`config.mk`:
```
export PLATFORM = sky130hd
export DESIGN_NAME = fetch_ctrl
export DESIGN_NICKNAME = d
export VERILOG_FILES = /design/src/rtl/fetch_pkg.sv /design/src/rtl/fetch_fifo.sv /design/src/rtl/fetch_ctrl.sv
export SDC_FILE = /design/constraint.sdc
export NUM_CORES = 1
export LEC_CHECK = 0
export CELL_PAD_IN_SITES_DETAIL_PLACEMENT = 1
export CELL_PAD_IN_SITES_GLOBAL_PLACEMENT = 1
export CORE_ASPECT_RATIO = 0.9
export CORE_UTILIZATION = 43
export CTS_CLUSTER_DIAMETER = 40
export DETAILED_ROUTE_END_ITERATION = 6
export GPL_TIMING_DRIVEN = 0
export MAX_ROUTING_LAYER = met4
export PLACE_DENSITY = 0.92
export SKIP_CTS_REPAIR_TIMING = 1
export SYNTH_ARGS = -nofsm -noshare
export SYNTH_HDL_FRONTEND = slang
export SYNTH_SLANG_ARGS = --single-unit
```
`constraint.sdc`:
```
create_clock -name clk -period 22.2 [get_ports clk]
set_clock_uncertainty 0.1 [all_clocks]
set_input_delay 6.66 -clock clk [delete_from_list [all_inputs] [get_ports clk]]
set_output_delay 6.66 -clock clk [all_outputs]
set_load 0.02 [all_outputs]
```
`src/rtl/fetch_pkg.sv`:
```
// ------------------------------------------------------------
// fetch_pkg: shared types and defaults for the fetch controller
// Rev 1.0
// ------------------------------------------------------------
`default_nettype none

package fetch_pkg;

  localparam int unsigned DEF_MEM_BYTES = 400;
  localparam logic [31:0] DEF_RESET_PC  = 32'd0;
  localparam int unsigned DEF_DEPTH     = 2;

  typedef enum logic [1:0] {
    ST_IDLE  = 2'd0,
    ST_FETCH = 2'd1,
    ST_HALT  = 2'd2
  } state_t;

  typedef struct packed {
    logic [31:0] pc;
    logic [31:0] instr;
  } entry_t;

  // Word-aligned and the whole word lies inside the memory.
  function automatic logic addr_in_range(input logic [31:0] pc, input int unsigned mem_bytes);
    return (pc[1:0] == 2'b00) && (({1'b0, pc} + 33'd4) <= 33'(mem_bytes));
  endfunction

endpackage

`default_nettype wire

```
`src/rtl/fetch_fifo.sv`:
```
// ------------------------------------------------------------
// fetch_fifo: DEPTH-entry prefetch buffer with push/pop/flush
// Rev 1.0
// ------------------------------------------------------------
`default_nettype none

module fetch_fifo #(
  parameter int unsigned DEPTH = 2,
  parameter int unsigned WIDTH = 64
) (
  input  logic             clk,
  input  logic             rst_n,
  input  logic             flush,
  input  logic             push,
  input  logic             pop,
  input  logic [WIDTH-1:0] wdata,
  output logic [WIDTH-1:0] rdata,
  output logic             full,
  output logic             empty
);

  localparam int unsigned PW   = (DEPTH > 1) ? $clog2(DEPTH) : 1;
  localparam int unsigned CW   = $clog2(DEPTH + 1);
  localparam logic [PW-1:0] LAST = PW'(DEPTH - 1);
  localparam logic [CW-1:0] CAP  = CW'(DEPTH);

  logic [WIDTH-1:0] mem [DEPTH];
  logic [PW-1:0]    wr_ptr;
  logic [PW-1:0]    rd_ptr;
  logic [CW-1:0]    count;
  logic             do_push;
  logic             do_pop;

  function automatic logic [PW-1:0] ptr_inc(input logic [PW-1:0] p);
    return (p == LAST) ? '0 : p + PW'(1);
  endfunction

  assign empty   = (count == '0);
  assign full    = (count == CAP);
  assign do_pop  = pop && !empty;
  // On a full buffer the slot freed by the pop is the one being written.
  assign do_push = push && (!full || do_pop);
  assign rdata   = mem[rd_ptr];

  always_ff @(posedge clk) begin
    if (do_push && rst_n && !flush) begin
      mem[wr_ptr] <= wdata;
    end
  end

  always_ff @(posedge clk) begin
    if (!rst_n || flush) begin
      wr_ptr <= '0;
      rd_ptr <= '0;
      count  <= '0;
    end else begin
      if (do_push) wr_ptr <= ptr_inc(wr_ptr);
      if (do_pop)  rd_ptr <= ptr_inc(rd_ptr);
      case ({do_push, do_pop})
        2'b10:   count <= count + CW'(1);
        2'b01:   count <= count - CW'(1);
        default: count <= count;
      endcase
    end
  end

endmodule

`default_nettype wire

```
`src/rtl/fetch_ctrl.sv`:
```
// ------------------------------------------------------------
// fetch_ctrl: sequential instruction fetch with prefetch buffer,
// redirect flush and bad-address halt. Rev 1.0
// ------------------------------------------------------------
`default_nettype none

module fetch_ctrl
  import fetch_pkg::*;
#(
  parameter int unsigned MEM_BYTES = DEF_MEM_BYTES,
  parameter logic [31:0] RESET_PC  = DEF_RESET_PC,
  parameter int unsigned DEPTH     = DEF_DEPTH
) (
  input  logic        clk,
  input  logic        rst_n,
  input  logic        en,
  input  logic        redirect,
  input  logic [31:0] redirect_pc,
  output logic [31:0] read_adress,
  input  logic [31:0] instruction,
  output logic        out_valid,
  input  logic        out_ready,
  output logic [31:0] out_instr,
  output logic [31:0] out_pc,
  output logic        fault,
  output logic [31:0] fault_pc
);

  state_t      state;
  state_t      state_nxt;
  logic [31:0] fetch_pc;
  logic [31:0] fetch_pc_nxt;
  logic        fault_nxt;
  logic [31:0] fault_pc_nxt;
  logic        addr_ok;
  logic        push;
  logic        pop;
  logic        flush;
  logic        full;
  logic        empty;
  entry_t      head;
  entry_t      tail;

  assign read_adress = fetch_pc;
  assign addr_ok     = addr_in_range(fetch_pc, MEM_BYTES);
  assign out_valid   = !empty;
  assign pop         = out_valid && out_ready && !redirect;
  assign tail        = '{pc: fetch_pc, instr: instruction};
  // Idle/flushed outputs read as zero rather than stale buffer contents.
  assign out_pc      = out_valid ? head.pc    : '0;
  assign out_instr   = out_valid ? head.instr : '0;

  always_ff @(posedge clk) begin
    if (!rst_n) begin
      state    <= ST_IDLE;
      fetch_pc <= RESET_PC;
      fault    <= 1'b0;
      fault_pc <= '0;
    end else begin
      state    <= state_nxt;
      fetch_pc <= fetch_pc_nxt;
      fault    <= fault_nxt;
      fault_pc <= fault_pc_nxt;
    end
  end

  always_comb begin
    state_nxt    = state;
    fetch_pc_nxt = fetch_pc;
    fault_nxt    = fault;
    fault_pc_nxt = fault_pc;
    push         = 1'b0;
    flush        = 1'b0;
    if (redirect) begin
      flush        = 1'b1;
      fetch_pc_nxt = redirect_pc;
      fault_nxt    = 1'b0;
      state_nxt    = en ? ST_FETCH : ST_IDLE;
    end else begin
      case (state)
        ST_IDLE: begin
          if (en) state_nxt = ST_FETCH;
        end
        ST_FETCH: begin
          // A bad address halts even if EN drops in the same cycle.
          if (!addr_ok) begin
            state_nxt    = ST_HALT;
            fault_nxt    = 1'b1;
            fault_pc_nxt = fetch_pc;
          end else begin
            if (!full || pop) begin
              push         = 1'b1;
              fetch_pc_nxt = fetch_pc + 32'd4;
            end
            if (!en) state_nxt = ST_IDLE;
          end
        end
        ST_HALT: begin
          state_nxt = ST_HALT;
        end
        default: begin
          state_nxt = ST_IDLE;
        end
      endcase
    end
  end

  fetch_fifo #(
    .DEPTH (DEPTH),
    .WIDTH ($bits(entry_t))
  ) u_fifo (
    .clk   (clk),
    .rst_n (rst_n),
    .flush (flush),
    .push  (push),
    .pop   (pop),
    .wdata (tail),
    .rdata (head),
    .full  (full),
    .empty (empty)
  );

endmodule

`default_nettype wire

```
==> impl_metrics.toml, run 1 <==
[setup_path]
cp_slowest_cell = "buf_1"
critPathLaunchType = "register"
r2r_slack_ns = 17.30
cp_data_required_time_ns = 15.44
reg2reg_to = "u_fifo.mem[0][19]"
slowest_delay_ns = 0.65
cp_max_fo = 10
crit_path_end_kind = "primary output"
path_cells = "clkbuf_1 > buf_1 > mux2i_1 > nor2_1 > clkdlybuf4s50_1"
critical_path_class = "reg -> out"
worst_r2r_startpoint = "read_adress[2]"
ff2ff_path_depth = 12
cp.arrival_ns = 3.03

[global_routing]
grt_pass1_wl_mm = 36.83
grt_pass1_vias = 6604
antenna_found_initial = 1
grt_max_degree = 55
grtUsageTotal_pct = 25.03
grt-ovfl-total = 0

[synthesis]
synth_area_um2 = 8596
synth_edf_count = 128
yosysTopAreaCell = "edfxtp_1"
netlist_instances = 691
ys.flop_type = "edfxtp_1"
synth_area_leaders = "edfxtp_1 (45%), dfxtp_1 (17%), mux2i_1 (12%)"
ys_warn_count = 0
yosysSeqAreaShare_pct = 61.48
syn_nets = 763
synth.distinct_cells = 64
async_flop_share_pct = 0
avgSynthCellArea_um2 = 12.44
netlist.area_leader.share_pct = 44.72
ys_ff_latch = 200

[clock_tree]
cts_buffers = 17
tritoncts = "done"
clock_path_buffers = 2
htreeDepth = 4
clock_latency_ns = 0.43
clock_sinks = 200
clockRootBuffer = "clkbuf_16"
clk_pin_slew_ns = 0.07

[placed_design]
gp_congestion = 0.8539
post-place-ws_ns = 12.15
port_buffers = 197
hpwl_mm = 17.47

[detailed_routing]
viasPerCell = 5.433
wirelength_mm = 24.70
drt-wirelength-per-cell_um = 20.91
ant_nets = 0
drc = 0
dr.pass1.iters = 5
num_vias = 6416
drt_iter0_markers = 361

[cells_and_area]
layout-drive-gt1-share_pct = 8.710
fillers = 1968
post-route-util_pct = 59.57
final_common_cell = "clkdlybuf4s50_1"
final_cell_mix = "clkdlybuf4s50_1 (197), edfxtp_1 (128), mux2i_1 (99)"
finish.net_count = 989
area_growth_pct = 34.42

[pwr]
irDropWorstVdd_mv = 0.04891
p_leak_uw = 0.003786
power_density_nw_per_um2 = 66.94

[timing]
setup_viol = 0
tns_ns = 0
worst_pin_slew_ns = 0.8650
fin_ws_ns = 12.41
finalHoldViolCount = 0
fin_crit_sh_pct = 44.10
period_minus_slack_ns = 9.790
slew-limit-headroom_pct = 42.34
drv_slew = 0
whs_ns = 0.3627
timing.fmax_mhz = 102.1
rsz0062_at_grt = "no"

[min_path]
hold_class = "reg -> reg"
hold_depth = 2
holdPathEnd = "fault_pc[28]"
min-delay-start = "fault_pc[28]"

[job]
cap_violations = 0

[die]
io_pins = 199
die_x_um = 151.0
coreArea_um2 = 19400
initial_core_util_pct = 44.31
num_rows = 48
dieArea_um2 = 20560
die_h_um = 136.1

[status]
status = "finished clean"
synthesized netlist by cell type, types with 6 or more instances:
master and count:
nor3_1 12, a22o_1 23, xor2_1 6, nand3_1 17
clkbuf_1 15, clkbuf_8 12, dfxtp_1 72, nor4_1 8
nand4_1 7, inv_1 8, o21ai_0 8, edfxtp_1 128
xnor2_1 9, nand2_1 84, mux2i_1 99, a21oi_1 9
nor2_1 80
metrics by stage:
stage / power, uW / std cells / instance area, um^2
finish: 773.4 / 1181 / 11550
global route: 796.0 / 1181 / 11550
CTS: 778.6 / 1180 / 11550
floorplan: 447.5 / 691 / 8596
global placement: 480.4 / 1138 / 10880
detailed placement: 483.3 / 1148 / 10990
power breakdown:
| group | internal, uW | switching (uW) | total [uW] |
|---|---|---|---|
| clock network | 149 | 149 | 297 |
| registers | 400 | 12.2 | 412 |
| logic | 32.6 | 31.1 | 63.7 |
worst max path at each step:
stage,end,slack [ns],depth (start not counted)
after CTS,out_pc[28],12.34,5
after global placement,u_fifo.mem[0][11],3.27,6
final,out_pc[25],12.41,5
after detailed placement,u_fifo.mem[0][11],12.15,10
after floorplan,u_fifo.mem[0][0],7.88,5
after global routing,out_pc[25],12.21,5
sequential cells by signal (all words and copies together), names as in the netlist, named ones only:
| name | flops |
|---|---|
| fault_pc | 32 |
| fault | 1 |
| state | 2 |
| u_fifo.wr_ptr | 1 |
| u_fifo.mem | 128 |
| u_fifo.count | 2 |
| u_fifo.rd_ptr | 1 |
| read_adress | 32 |
cells by family (layout without fill, tap and decap cells):
| group | after synthesis | after routing | synth area share [%] |
|---|---|---|---|
| AND/OR/NAND/NOR | 247 | 247 | 13.92 |
| flip-flops | 200 | 200 | 61.48 |
| multiplexers | 99 | 99 | 11.53 |
| AO/OA/AOI/OAI | 74 | 74 | 6.463 |
| buffers and inverters | 53 | 292 | 4.643 |
| XOR/XNOR | 15 | 15 | 1.528 |
| adder cells (fa/ha/maj) | 3 | 3 | 0.4367 |
| other | 0 | 1 | 0 |
metal layers:
| layer | part of all wire [%] | global-route usage, % |
|---|---|---|
| met3 | 7.1 | 6.812 |
| met1 | 41 | 28.90 |
| met4 | 2.3 | 9.056 |
| met5 | 0 | - |
| met2 | 50 | 41.67 |
cell type report:
cell class | count | area (um^2) | area share (%)
inverters | 9 | 33.78 | 0.2924
repair buffers | 207 | 2074 | 17.95
multi-input cells | 438 | 2923 | 25.30
diodes | 1 | 2.502 | 0.02166
clock inverters | 14 | 128.9 | 1.115
clock buffers | 18 | 429.2 | 3.714
well taps | 250 | 312.8 | 2.707
plain buffers | 44 | 365.4 | 3.162
flip-flops and latches | 200 | 5285 | 45.74
worst max-delay path: cells and delay by family (launching register included):
kind | cells | cell delay, ns
buffers and inverters | 3 | 1.92
multiplexers | 1 | 0.21
flip-flops | 1 | 0.31
AND/OR/NAND/NOR | 1 | 0.15
(Power assumes the default switching activity.)
==> run 2: changes to the inputs <==
CORE_UTILIZATION = 40   (was 43)
PLACE_DENSITY = 0.86   (was 0.92)
clock period = 9.6 ns   (was 22.2 ns; I/O delays follow)
==> impl_metrics.toml, run 2 (synthesized netlist as in run 1, its figures left out) <==
[global_routing]
gr-usage-met3_pct = 5.626
antenna_found_initial = 0
grt_pass1_wl_mm = 36.77
grt-busiest-layer = "met2"
use_met2_pct = 37.78
use_met1_pct = 27.34
grt_pass1_vias = 6509
grt_max_degree = 38
grt-ovfl-total = 0
grtUsageTotal_pct = 22.86

[timing]
drv_slew = 0
finalHoldViolCount = 0
timing.fmax_mhz = 166.6
tns_ns = 0
fin_crit_sh_pct = 62.51
worst_pin_slew_ns = 0.9416
slew-limit-headroom_pct = 36.70
period_minus_slack_ns = 6.001
fin_ws_ns = 3.599
setup_viol = 0
rsz0062_at_grt = "no"

[detailed_routing]
drt-wirelength-per-cell_um = 20.17
num_vias = 6359
wirelength_mm = 24.47
ant_nets = 0
viasPerCell = 5.242
dr.pass1.iters = 5
drt_iter0_markers = 327
drc = 0

[cells_and_area]
area_growth_pct = 35.41
top_register = "u_fifo.mem"
layout-drive-gt1-share_pct = 8.630
fillers = 2145
register_area_um2 = 5285
final_common_cell = "clkdlybuf4s50_1"
final_cell_mix = "clkdlybuf4s50_1 (197), edfxtp_1 (128), mux2i_1 (99)"
finish.net_count = 986
diodes = 0
finalInstanceArea_um2 = 11640
largest_reg_flops = 128
multiInputGateArea_um2 = 2932

[setup_path]
cp_data_required_time_ns = 6.62
crit_path_end_kind = "primary output"
cp_max_fo = 10
cp_slowest_cell = "clkbuf_1"
slowest_delay_ns = 0.68
critPathBufInv = 3
cp_top_family = "buffers and inverters"
path_cells = "clkbuf_1 > clkbuf_1 > mux2i_1 > nor2_1 > clkdlybuf4s50_1"
cpMostUsedCell = "clkbuf_1"
critPathLaunchType = "register"
cp.arrival_ns = 3.02
critical_path_class = "reg -> out"

[placed_design]
post-place-ws_ns = 3.500
hpwl_mm = 17.27
gp_congestion = 0.8075
port_buffers = 197
placed_cell_area_um2 = 11050

[die]
coreArea_um2 = 20960
io_pins = 199
num_rows = 50
dieArea_um2 = 22080
initial_core_util_pct = 41.01
die_h_um = 141.1
die_x_um = 156.5

[pwr]
irDropWorstVdd_mv = 0.1127
power_density_nw_per_um2 = 155.5
p_total_uw = 1810
p_leak_uw = 0.003791

[clock_tree]
clk_pin_slew_ns = 0.08
tritoncts = "done"
clock_latency_ns = 0.44
clock_sinks = 200
htreeDepth = 4
cts_buffers = 17
clock_path_buffers = 2
clockRootBuffer = "clkbuf_16"

[status]
status = "finished clean"

[min_path]
hold_class = "reg -> reg"

[job]
cap_violations = 0
[run 2: layout make-up]
class                   instances  share of cell area [%]
clock inverters                15                   1.430
well taps                     286                   3.074
clock buffers                  17                   3.655
flip-flops and latches        200                   45.40
multi-input cells             438                   25.19
repair buffers                204                   17.82
inverters                       9                  0.2902
plain buffers                  44                   3.139
[run 2: power by group]
part	switching (uW)	total, uW	internal, uW
Sequential	26.3	951	925
Clock	360	712	352
Combinational	71.2	147	75.4
[run 2: per-stage QoR]
step	std cells	util, %	hold slack (ns)
after floorplan	691	-	0.3183
after global placement	1174	52.16	0.3406
after detailed placement	1181	52.72	0.3486
after CTS	1213	55.54	0.3656
after global routing	1213	55.54	0.3850
final	1213	55.54	0.3625
[run 2: layer usage]
layer	share of wire (%)	up-vias
li1	-	2960
met3	6.1	33
met1	43	3149
met4	2.0	0
met2	49	217
met5	0	-
[run 2: worst register-to-register path: cells and delay by family, from the launching register on]
| kind | cells | cell delay [ns] |
|---|---|---|
| AND/OR/NAND/NOR | 5 | 2.22 |
| buffers and inverters | 4 | 0.77 |
| flip-flops | 1 | 0.70 |
| adder cells (fa/ha/maj) | 1 | 0.36 |
| multiplexers | 1 | 0.18 |
[run 2: path summary, 6_finish.rpt]
| path | end | slack, ns | cells after the start | start |
|---|---|---|---|---|
| hold reg to reg | fault_pc[21] | 0.36 | 2 | fault_pc[21] |
| setup reg to reg | u_fifo.mem[0][44] | 4.96 | 11 | read_adress[2] |
| hold / removal | fault_pc[21] | 0.36 | 2 | fault_pc[21] |
| setup / recovery | out_instr[16] | 3.60 | 5 | register |
==> run 3: changes to the inputs <==
CORE_UTILIZATION = 36   (was 40)
PLACE_DENSITY = 0.82   (was 0.86)
clock period = 5.5 ns   (was 9.6 ns; I/O delays follow)
==> impl_metrics.toml, run 3 (synthesized netlist as in run 1, its figures left out) <==
[pwr]
power_density_nw_per_um2 = 268.7
swShare_pct = 24.80
p_clk_share_pct = 38.8
internal-power_uw = 2356
p_leak_uw = 0.003785
irDropWorstVdd_mv = 0.1588
comb_power_share_pct = 8.1
p_sw_uw = 776.7
pwr-share-seq_pct = 53.0
p_total_uw = 3132

[placed_design]
gp_congestion = 0.8101
dp.cells = 1197
port_buffers = 197
placed_cell_area_um2 = 11070
hpwl_mm = 17.30

[die]
num_rows = 53
initial_core_util_pct = 36.72
io_pins = 199
die_x_um = 164.9
dieArea_um2 = 24500
coreArea_um2 = 23410
die_h_um = 148.6

[setup_path]
crit_path_end_kind = "primary output"
cp_max_fo = 10
critical_path_class = "reg -> out"
ff2ff_path_depth = 11
slowest_delay_ns = 0.74
path_cells = "clkbuf_1 > buf_1 > mux2i_1 > nor2_1 > clkdlybuf4s50_1"
worst_r2r_startpoint = "read_adress[2]"
cp_data_required_time_ns = 3.75
critPathLaunchType = "register"
path_depth = 5
cp.arrival_ns = 3.11
worstSetupEndpoint = "out_pc[13]"
reg2reg_to = "u_fifo.mem[0][53]"
critPathBufInv = 3
r2r_slack_ns = 1.09
cp_top_family = "buffers and inverters"
cp_slowest_cell = "clkbuf_1"

[timing]
worst_pin_slew_ns = 1.051
finalHoldViolCount = 0
setup_viol = 0
period_minus_slack_ns = 4.861
rsz0062_at_grt = "no"
drv_slew = 0
timing.fmax_mhz = 205.7
slew-limit-headroom_pct = 29.32
fin_crit_sh_pct = 88.38

[cells_and_area]
top_register = "u_fifo.mem"
stdcell_count = 1229
register_area_um2 = 5285
diodes = 0
final_cell_mix = "clkdlybuf4s50_1 (197), edfxtp_1 (128), mux2i_1 (99)"
final_common_cell = "clkdlybuf4s50_1"
fillers = 2425
post-route-util_pct = 49.80
finalInstanceArea_um2 = 11660
layout-drive-gt1-share_pct = 8.630
finish.net_count = 986
largest_reg_flops = 128
multiInputGateArea_um2 = 2932
area_growth_pct = 35.62

[global_routing]
grt-ovfl-total = 0
grt_pass1_wl_mm = 37.00
grtUsageTotal_pct = 20.64
antenna_found_initial = 0
grt_max_degree = 45
grt_pass1_vias = 6528

[clock_tree]
htreeDepth = 4
tritoncts = "done"
cts_buffers = 17
clk_pin_slew_ns = 0.08
clock_sinks = 200
clockRootBuffer = "clkbuf_16"
clock_latency_ns = 0.43
clock_path_buffers = 2

[job]
cap_violations = 0

[detailed_routing]
drt_iter0_markers = 352
drt-wirelength-per-cell_um = 19.72
viasPerCell = 5.135
wirelength_mm = 24.24
num_vias = 6311
drc = 0
ant_nets = 0
dr.pass1.iters = 5

[min_path]
hold_class = "reg -> reg"

[status]
status = "finished clean"
-- run 3: worst register-to-register path, delay by kind of cell, from the launching register on --
family | cells | cell delay (ns)
compound gates | 2 | 0.33
xor+xnor | 1 | 0.17
fa+ha+maj | 1 | 0.37
buf+inv | 3 | 0.58
flops | 1 | 0.64
simple gates | 4 | 1.94
-- run 3: how the worst min path moves through the flow --
stage	end	depth (start not counted)	startpoint
global route	u_fifo.mem[0][45]	0	read_adress[13]
CTS	fault_pc[2]	2	fault_pc[2]
global placement	state[0]	1	state[0]
floorplan	state[0]	1	state[0]
detailed placement	fault_pc[11]	2	fault_pc[11]
finish	fault_pc[2]	2	fault_pc[2]
-- run 3: cell type report --
cell class / instances / share of cell area, %
buffer: 44 / 3.134
clock buffer: 18 / 3.681
clock inverter: 14 / 1.342
inverter: 9 / 0.2898
multi-input combinational: 438 / 25.15
sequential: 200 / 45.34
tap: 302 / 3.241
timing repair buffer: 204 / 17.83
-- run 3: stage by stage --
| stage | setup WS (ns) | hold slack (ns) | TNS [ns] |
|---|---|---|---|
| final | 0.6393 | 0.3639 | 0 |
| after CTS | 0.5564 | 0.3677 | 0 |
| after global routing | 0.4411 | 0.3921 | 0 |
| after global placement | -1.545 | 0.3374 | -152.64 |
| after floorplan | 0.3628 | 0.3183 | 0 |
| after detailed placement | 0.7715 | 0.3489 | 0 |
-- run 3: metal layers --
layer  global-route usage (%)  vias up  wire length [um]  share of wire, %
met4                    5.459        0               299               1.2
met5                        -        -                 0                 0
li1                         -     2974                 -                 -
met3                    3.932       23              1311               5.4
met1                    26.07     3122             10800                45
met2                    33.84      192             11830                49
-- run 3: power groups by stage --
stage / Sequential (uW) / Combinational (uW) / Clock [uW]
floorplan: 1700 / 107 / 0
global placement: 1700 / 247 / 0
detailed placement: 1700 / 254 / 0
CTS: 1660 / 256 / 1250
global route: 1670 / 272 / 1300
finish: 1660 / 255 / 1220
